===== src/rtl/arith_unit_seq.sv =====
// arith_unit_seq
// Registered add / subtract / absolute-value / accumulate unit with signed
// overflow, zero and negative flags and optional saturation. A three-state
// FSM (IDLE -> EXEC -> DONE) accepts one operation at a time through a
// start/done handshake. Every output is driven straight from a register.

module arith_unit_seq #(
  parameter int WIDTH    = 8,
  parameter bit SATURATE = 1'b0
) (
  input  logic             clock,
  input  logic             reset_n,
  input  logic             start,
  input  logic [1:0]       operation,
  input  logic [WIDTH-1:0] factor_a,
  input  logic [WIDTH-1:0] factor_b,
  input  logic             clear_acc,
  output logic             busy,
  output logic             done,
  output logic [WIDTH-1:0] result,
  output logic             overflow,
  output logic             zero,
  output logic             negative,
  output logic [WIDTH-1:0] accumulator
);

  typedef enum logic [1:0] {
    ST_IDLE = 2'b00,
    ST_EXEC = 2'b01,
    ST_DONE = 2'b10
  } state_t;

  localparam logic [1:0] OP_ADD = 2'b00;
  localparam logic [1:0] OP_SUB = 2'b01;
  localparam logic [1:0] OP_ABS = 2'b10;
  localparam logic [1:0] OP_ACC = 2'b11;

  // Signed extremes used as clamp values when saturating.
  localparam logic [WIDTH-1:0] SIGNED_MAX = {1'b0, {(WIDTH-1){1'b1}}};
  localparam logic [WIDTH-1:0] SIGNED_MIN = {1'b1, {(WIDTH-1){1'b0}}};

  state_t           state_r;
  state_t           state_next_s;

  logic [WIDTH-1:0] a_r;
  logic [WIDTH-1:0] b_r;
  logic [1:0]       op_r;

  logic             busy_r;
  logic             done_r;
  logic [WIDTH-1:0] result_r;
  logic             overflow_r;
  logic             zero_r;
  logic             negative_r;
  logic [WIDTH-1:0] acc_r;

  logic [WIDTH:0]   a_ext_s;
  logic [WIDTH:0]   b_ext_s;
  logic [WIDTH:0]   acc_ext_s;
  logic [WIDTH:0]   sum_s;
  logic             ovf_s;
  logic [WIDTH-1:0] final_s;

  // Sign-extend operands to WIDTH+1 bits so the true result always fits.
  assign a_ext_s   = {a_r[WIDTH-1], a_r};
  assign b_ext_s   = {b_r[WIDTH-1], b_r};
  assign acc_ext_s = {acc_r[WIDTH-1], acc_r};

  // State register; an asynchronous reset aborts any operation in flight.
  always_ff @(posedge clock or negedge reset_n) begin
    if (!reset_n) begin
      state_r <= ST_IDLE;
    end else begin
      state_r <= state_next_s;
    end
  end

  // Next-state logic: start only counts in IDLE, EXEC and DONE last one cycle each.
  always_comb begin
    state_next_s = state_r;
    case (state_r)
      ST_IDLE: begin
        if (start) begin
          state_next_s = ST_EXEC;
        end else begin
          state_next_s = ST_IDLE;
        end
      end
      ST_EXEC: state_next_s = ST_DONE;
      ST_DONE: state_next_s = ST_IDLE;
      default: state_next_s = ST_IDLE;
    endcase
  end

  // Handshake outputs registered from the next state so they line up with it.
  always_ff @(posedge clock or negedge reset_n) begin
    if (!reset_n) begin
      busy_r <= 1'b0;
      done_r <= 1'b0;
    end else begin
      busy_r <= (state_next_s != ST_IDLE);
      done_r <= (state_next_s == ST_DONE);
    end
  end

  // Capture operands and operation on an accepted start; later input changes are ignored.
  always_ff @(posedge clock or negedge reset_n) begin
    if (!reset_n) begin
      a_r  <= {WIDTH{1'b0}};
      b_r  <= {WIDTH{1'b0}};
      op_r <= 2'b00;
    end else if ((state_r == ST_IDLE) && start) begin
      a_r  <= factor_a;
      b_r  <= factor_b;
      op_r <= operation;
    end else begin
      a_r  <= a_r;
      b_r  <= b_r;
      op_r <= op_r;
    end
  end

  // Datapath: exact WIDTH+1 result, overflow when the two top bits disagree.
  always_comb begin
    sum_s   = {(WIDTH+1){1'b0}};
    ovf_s   = 1'b0;
    final_s = {WIDTH{1'b0}};
    case (op_r)
      OP_ADD: sum_s = a_ext_s + b_ext_s;
      OP_SUB: sum_s = a_ext_s - b_ext_s;
      OP_ABS: begin
        // Negating the most negative value yields +2^(WIDTH-1), which is
        // the lone overflow case; its wrapped form is a unchanged.
        if (a_r[WIDTH-1]) begin
          sum_s = {(WIDTH+1){1'b0}} - a_ext_s;
        end else begin
          sum_s = a_ext_s;
        end
      end
      OP_ACC: sum_s = a_ext_s + acc_ext_s;
      default: sum_s = a_ext_s;
    endcase
    ovf_s = sum_s[WIDTH] ^ sum_s[WIDTH-1];
    // The extended sign bit tells positive from negative overflow.
    if (ovf_s && (SATURATE == 1'b1)) begin
      if (sum_s[WIDTH]) begin
        final_s = SIGNED_MIN;
      end else begin
        final_s = SIGNED_MAX;
      end
    end else begin
      final_s = sum_s[WIDTH-1:0];
    end
  end

  // Result and flags load in EXEC and otherwise hold; flags follow the final value.
  always_ff @(posedge clock or negedge reset_n) begin
    if (!reset_n) begin
      result_r   <= {WIDTH{1'b0}};
      overflow_r <= 1'b0;
      zero_r     <= 1'b0;
      negative_r <= 1'b0;
    end else if (state_r == ST_EXEC) begin
      result_r   <= final_s;
      overflow_r <= ovf_s;
      zero_r     <= (final_s == {WIDTH{1'b0}});
      negative_r <= final_s[WIDTH-1];
    end else begin
      result_r   <= result_r;
      overflow_r <= overflow_r;
      zero_r     <= zero_r;
      negative_r <= negative_r;
    end
  end

  // Accumulator: takes the accumulate result in EXEC, clears only from IDLE.
  // A clear issued together with start has already zeroed it by EXEC.
  always_ff @(posedge clock or negedge reset_n) begin
    if (!reset_n) begin
      acc_r <= {WIDTH{1'b0}};
    end else if ((state_r == ST_EXEC) && (op_r == OP_ACC)) begin
      acc_r <= final_s;
    end else if ((state_r == ST_IDLE) && clear_acc) begin
      acc_r <= {WIDTH{1'b0}};
    end else begin
      acc_r <= acc_r;
    end
  end

  assign busy        = busy_r;
  assign done        = done_r;
  assign result      = result_r;
  assign overflow    = overflow_r;
  assign zero        = zero_r;
  assign negative    = negative_r;
  assign accumulator = acc_r;

endmodule

===== config.mk =====
export PLATFORM = sky130hd
export DESIGN_NAME = arith_unit_seq
export DESIGN_NICKNAME = d
export VERILOG_FILES = /design/src/rtl/arith_unit_seq.sv
export SDC_FILE = /design/constraint.sdc
export NUM_CORES = 1
export LEC_CHECK = 0
export CELL_PAD_IN_SITES_DETAIL_PLACEMENT = 0
export CELL_PAD_IN_SITES_GLOBAL_PLACEMENT = 2
export CORE_ASPECT_RATIO = 0.7
export CORE_MARGIN = 3
export CORE_UTILIZATION = 25
export CTS_CLUSTER_DIAMETER = 40
export DETAILED_ROUTE_END_ITERATION = 7
export GPL_TIMING_DRIVEN = 0
export PLACE_DENSITY = 0.72
export SKIP_CTS_REPAIR_TIMING = 1
export SYNTH_ARGS = -nofsm -noshare
export SYNTH_HDL_FRONTEND = slang
export SYNTH_SLANG_ARGS = --single-unit
export TNS_END_PERCENT = 20

===== constraint.sdc =====
create_clock -name clock -period 3.6 [get_ports clock]
set_input_delay 0.54 -clock clock [delete_from_list [all_inputs] [get_ports clock]]
set_output_delay 0.54 -clock clock [all_outputs]
set_load 0.01 [all_outputs]

==> impl_metrics.tcl <==
set metrics [dict create \
    fp.dieH_um 87.7 \
    critPathMaxFanout 10 \
    n_fill_cell 936 \
    finalCriticalPeriod_ns 3.39 \
    worst_pin_slew_ns 0.721 \
    hold_class "in -> async" \
    drive_gt1_share_pct 12.7 \
    synth_seq_cells 40 \
    n_antenna_cell 0 \
    first_pass_iters 4 \
    register_area_um2 1000 \
    path_clk_slew_ns 0.06 \
    async_flop_share_pct 100 \
    cap_violations 0 \
    syn_area_um2 2380 \
    dp_hpwl_um 5190 \
    htreeDepth 2 \
    setup_viol 0 \
    totalWireLength_um 6730 \
    maxSlewViolCount 0 \
    ys_types 50 \
    layout_common_cells "clkdlybuf4s50_1, dfrtp_1, nand2_1" \
    worstSetupEndpointType "flop" \
    ir_drop_uv 265 \
    via_count 2063 \
    finClkSkew_ns 0.00503 \
    p_leak_uw 0.00131 \
    place_congestion 0.822 \
    io_pins 43 \
    grt_pass1_vias 1993 \
    gr-usage-all-layers_pct 13.2 \
    grt_max_degree 31 \
    ant_nets 0 \
    io_buffers 42 \
    synthFlopType "dfrtp_1" \
    arrival_ns 3.56 \
    cts_buffers 5 \
    grt-ovfl-total 0 \
    final_util_pct 34.2 \
    cts_buffer_depth 2 \
    dpl_cell_area_um2 2970 \
    wire_per_inst_um 15.9 \
    grt_pass1_wl_um 10900 \
    area_delta_synth_final_pct 31.8 \
    fmax_mhz 295 \
    syn_nets 284 \
    finalNetCount 333 \
    fin_area_um2 3140 \
    multi_input_area_um2 1300 \
    dieWidth_um 123 \
    relSlewSlack_pct 51.9 \
    holdWs_ns 0.127 \
    rsz0062_at_grt "false" \
    clock-root-buffer "clkbuf_16" \
    avgSynthCellArea_um2 9.53 \
    rows 29 \
    dieArea_um2 10800 \
    critPathLaunchType "flop" \
    antenna_found_initial 0 \
    critPathKind "reg -> reg" \
    synthCells 250 \
    drtIter0Drc 125 \
    synth.yosys.warnings 0 \
    drc 0 \
    instances_no_fill 424 \
    clk_latency_ns 0.28 \
    placed_cells 417 \
    layout_commonest_cell "clkdlybuf4s50_1" \
    seq_area_frac_synth_pct 42.0 \
    fp.coreArea_um2 9180 \
    cts_tree "yes" \
    avgViaCountPerCell 4.87 \
    critical_path_required_ns 3.77 \
    start_util_pct 26.0 \
    cts.sink_count 40 \
    status "finished, final reports clean" \
    fin_crit_sh_pct 94.1 \
    synth_edf_count 0 \
    hold_viol 0 \
    powerDensity_nw_per_um2 816 \
]
-- power breakdown --
group	leakage (uW)	total, uW	switching (uW)	internal (uW)
logic	0.000730	1320	730	591
clock network	0.0000808	508	182	326
registers	0.000495	734	147	587
-- cell families (layout without fill, tap and decap cells) --
logic type	after synthesis	in the layout	synth area share [%]
AOI/OAI and AO/OA	72	72	19.3
xor gates and xnor gates	7	7	2.57
adders and majority gates	12	12	6.62
buffers and inverters	20	70	3.41
DFF	40	40	42.0
muxes	18	18	8.35
and+or+nand+nor	81	81	17.7
-- worst max-delay path: stages (launching register included) --
cell and delay [ns]:
dfrtp_1 0.38, buf_2 0.25, nand2_1 0.26, mux2_2 0.33, ha_1 0.17, inv_1 0.06
fa_1 0.40, nand2b_1 0.18, a211oi_1 0.41, or4_1 0.18, nand3_1 0.18, nor4b_1 0.20
a32o_1 0.28
-- layout make-up --
| cell class | instances | area share (%) |
|---|---|---|
| inverters | 9 | 1.08 |
| plain buffers | 10 | 1.43 |
| multi-input cells | 190 | 41.5 |
| clock inverters | 2 | 1.12 |
| well taps | 124 | 4.94 |
| flip-flops and latches | 40 | 31.9 |
| repair buffers | 43 | 13.9 |
| clock buffers | 6 | 4.11 |
-- registers in the layout, indices dropped and copies added (netlist names) --
| name | flops |
|---|---|
| a_r | 8 |
| accumulator | 8 |
| b_r | 8 |
| busy | 1 |
| done | 1 |
| op_r | 2 |
| overflow | 1 |
| result | 8 |
| state_r | 2 |
| zero | 1 |
-- synthesized netlist by cell type, types with 2 or more instances --
cell type / number / area, um^2
mux2_2: 15 / 169
buf_2: 2 / 10.0
nand2b_1: 7 / 43.8
inv_1: 8 / 30.0
nand3b_1: 2 / 15.0
nand2_1: 31 / 116
nand3_1: 6 / 30.0
a211oi_1: 2 / 15.0
nor4_1: 2 / 12.5
clkbuf_1: 7 / 26.3
a211o_1: 2 / 17.5
o211ai_1: 3 / 22.5
xnor2_1: 3 / 26.3
o211a_1: 2 / 20.0
mux2i_1: 3 / 30.0
o41ai_1: 3 / 26.3
a22o_1: 2 / 17.5
o21ai_0: 24 / 120
or2_2: 2 / 12.5
dfrtp_1: 40 / 1000
nor2_1: 15 / 56.3
a21oi_1: 16 / 80.1
nand4_1: 2 / 12.5
a21o_1: 2 / 15.0
o311ai_0: 2 / 17.5
xor2_1: 4 / 35.0
or3_1: 2 / 12.5
o22ai_1: 7 / 43.8
o31ai_1: 2 / 15.0
ha_1: 11 / 138
and2_1: 2 / 12.5
-- routing by layer --
metal  wire length, um  global-route usage, %  up-vias
li1                  -                      -     1010
met1              3530                   19.6      992
met2              2660                   18.2       54
met3               445                   4.07        7
met4                88                   4.17        0
met5                 0                      0        -
-- through the flow --
| step | power (uW) | setup WS, ns | TNS [ns] |
|---|---|---|---|
| 2_1_floorplan | 1550 | 0.733 | 0 |
| 3_3_place_gp | 2060 | -0.0718 | -0.0791 |
| 3_5_place_dp | 2060 | -0.0513 | -0.0513 |
| 4_1_cts | 2580 | -0.0758 | -0.0995 |
| 5_1_grt | 2790 | 0.0450 | 0 |
| 6_report | 2560 | 0.214 | 0 |
-- worst paths after layout --
kind | depth (start not counted) | start | slack (ns) | end
worst max-delay path | 12 | op_r[1] | 0.21 | zero
worst min-delay path | 1 | reset_n | 0.13 | b_r[6]
worst max register to register | 12 | op_r[1] | 0.21 | zero
worst min register to register | 2 | result[3] | 0.48 | result[3]
max in group asynchronous | 2 | reset_n | 3.02 | accumulator[7]
min in group clock | 2 | result[3] | 0.48 | result[3]
Note: power is estimated with default switching activity, not from simulation.
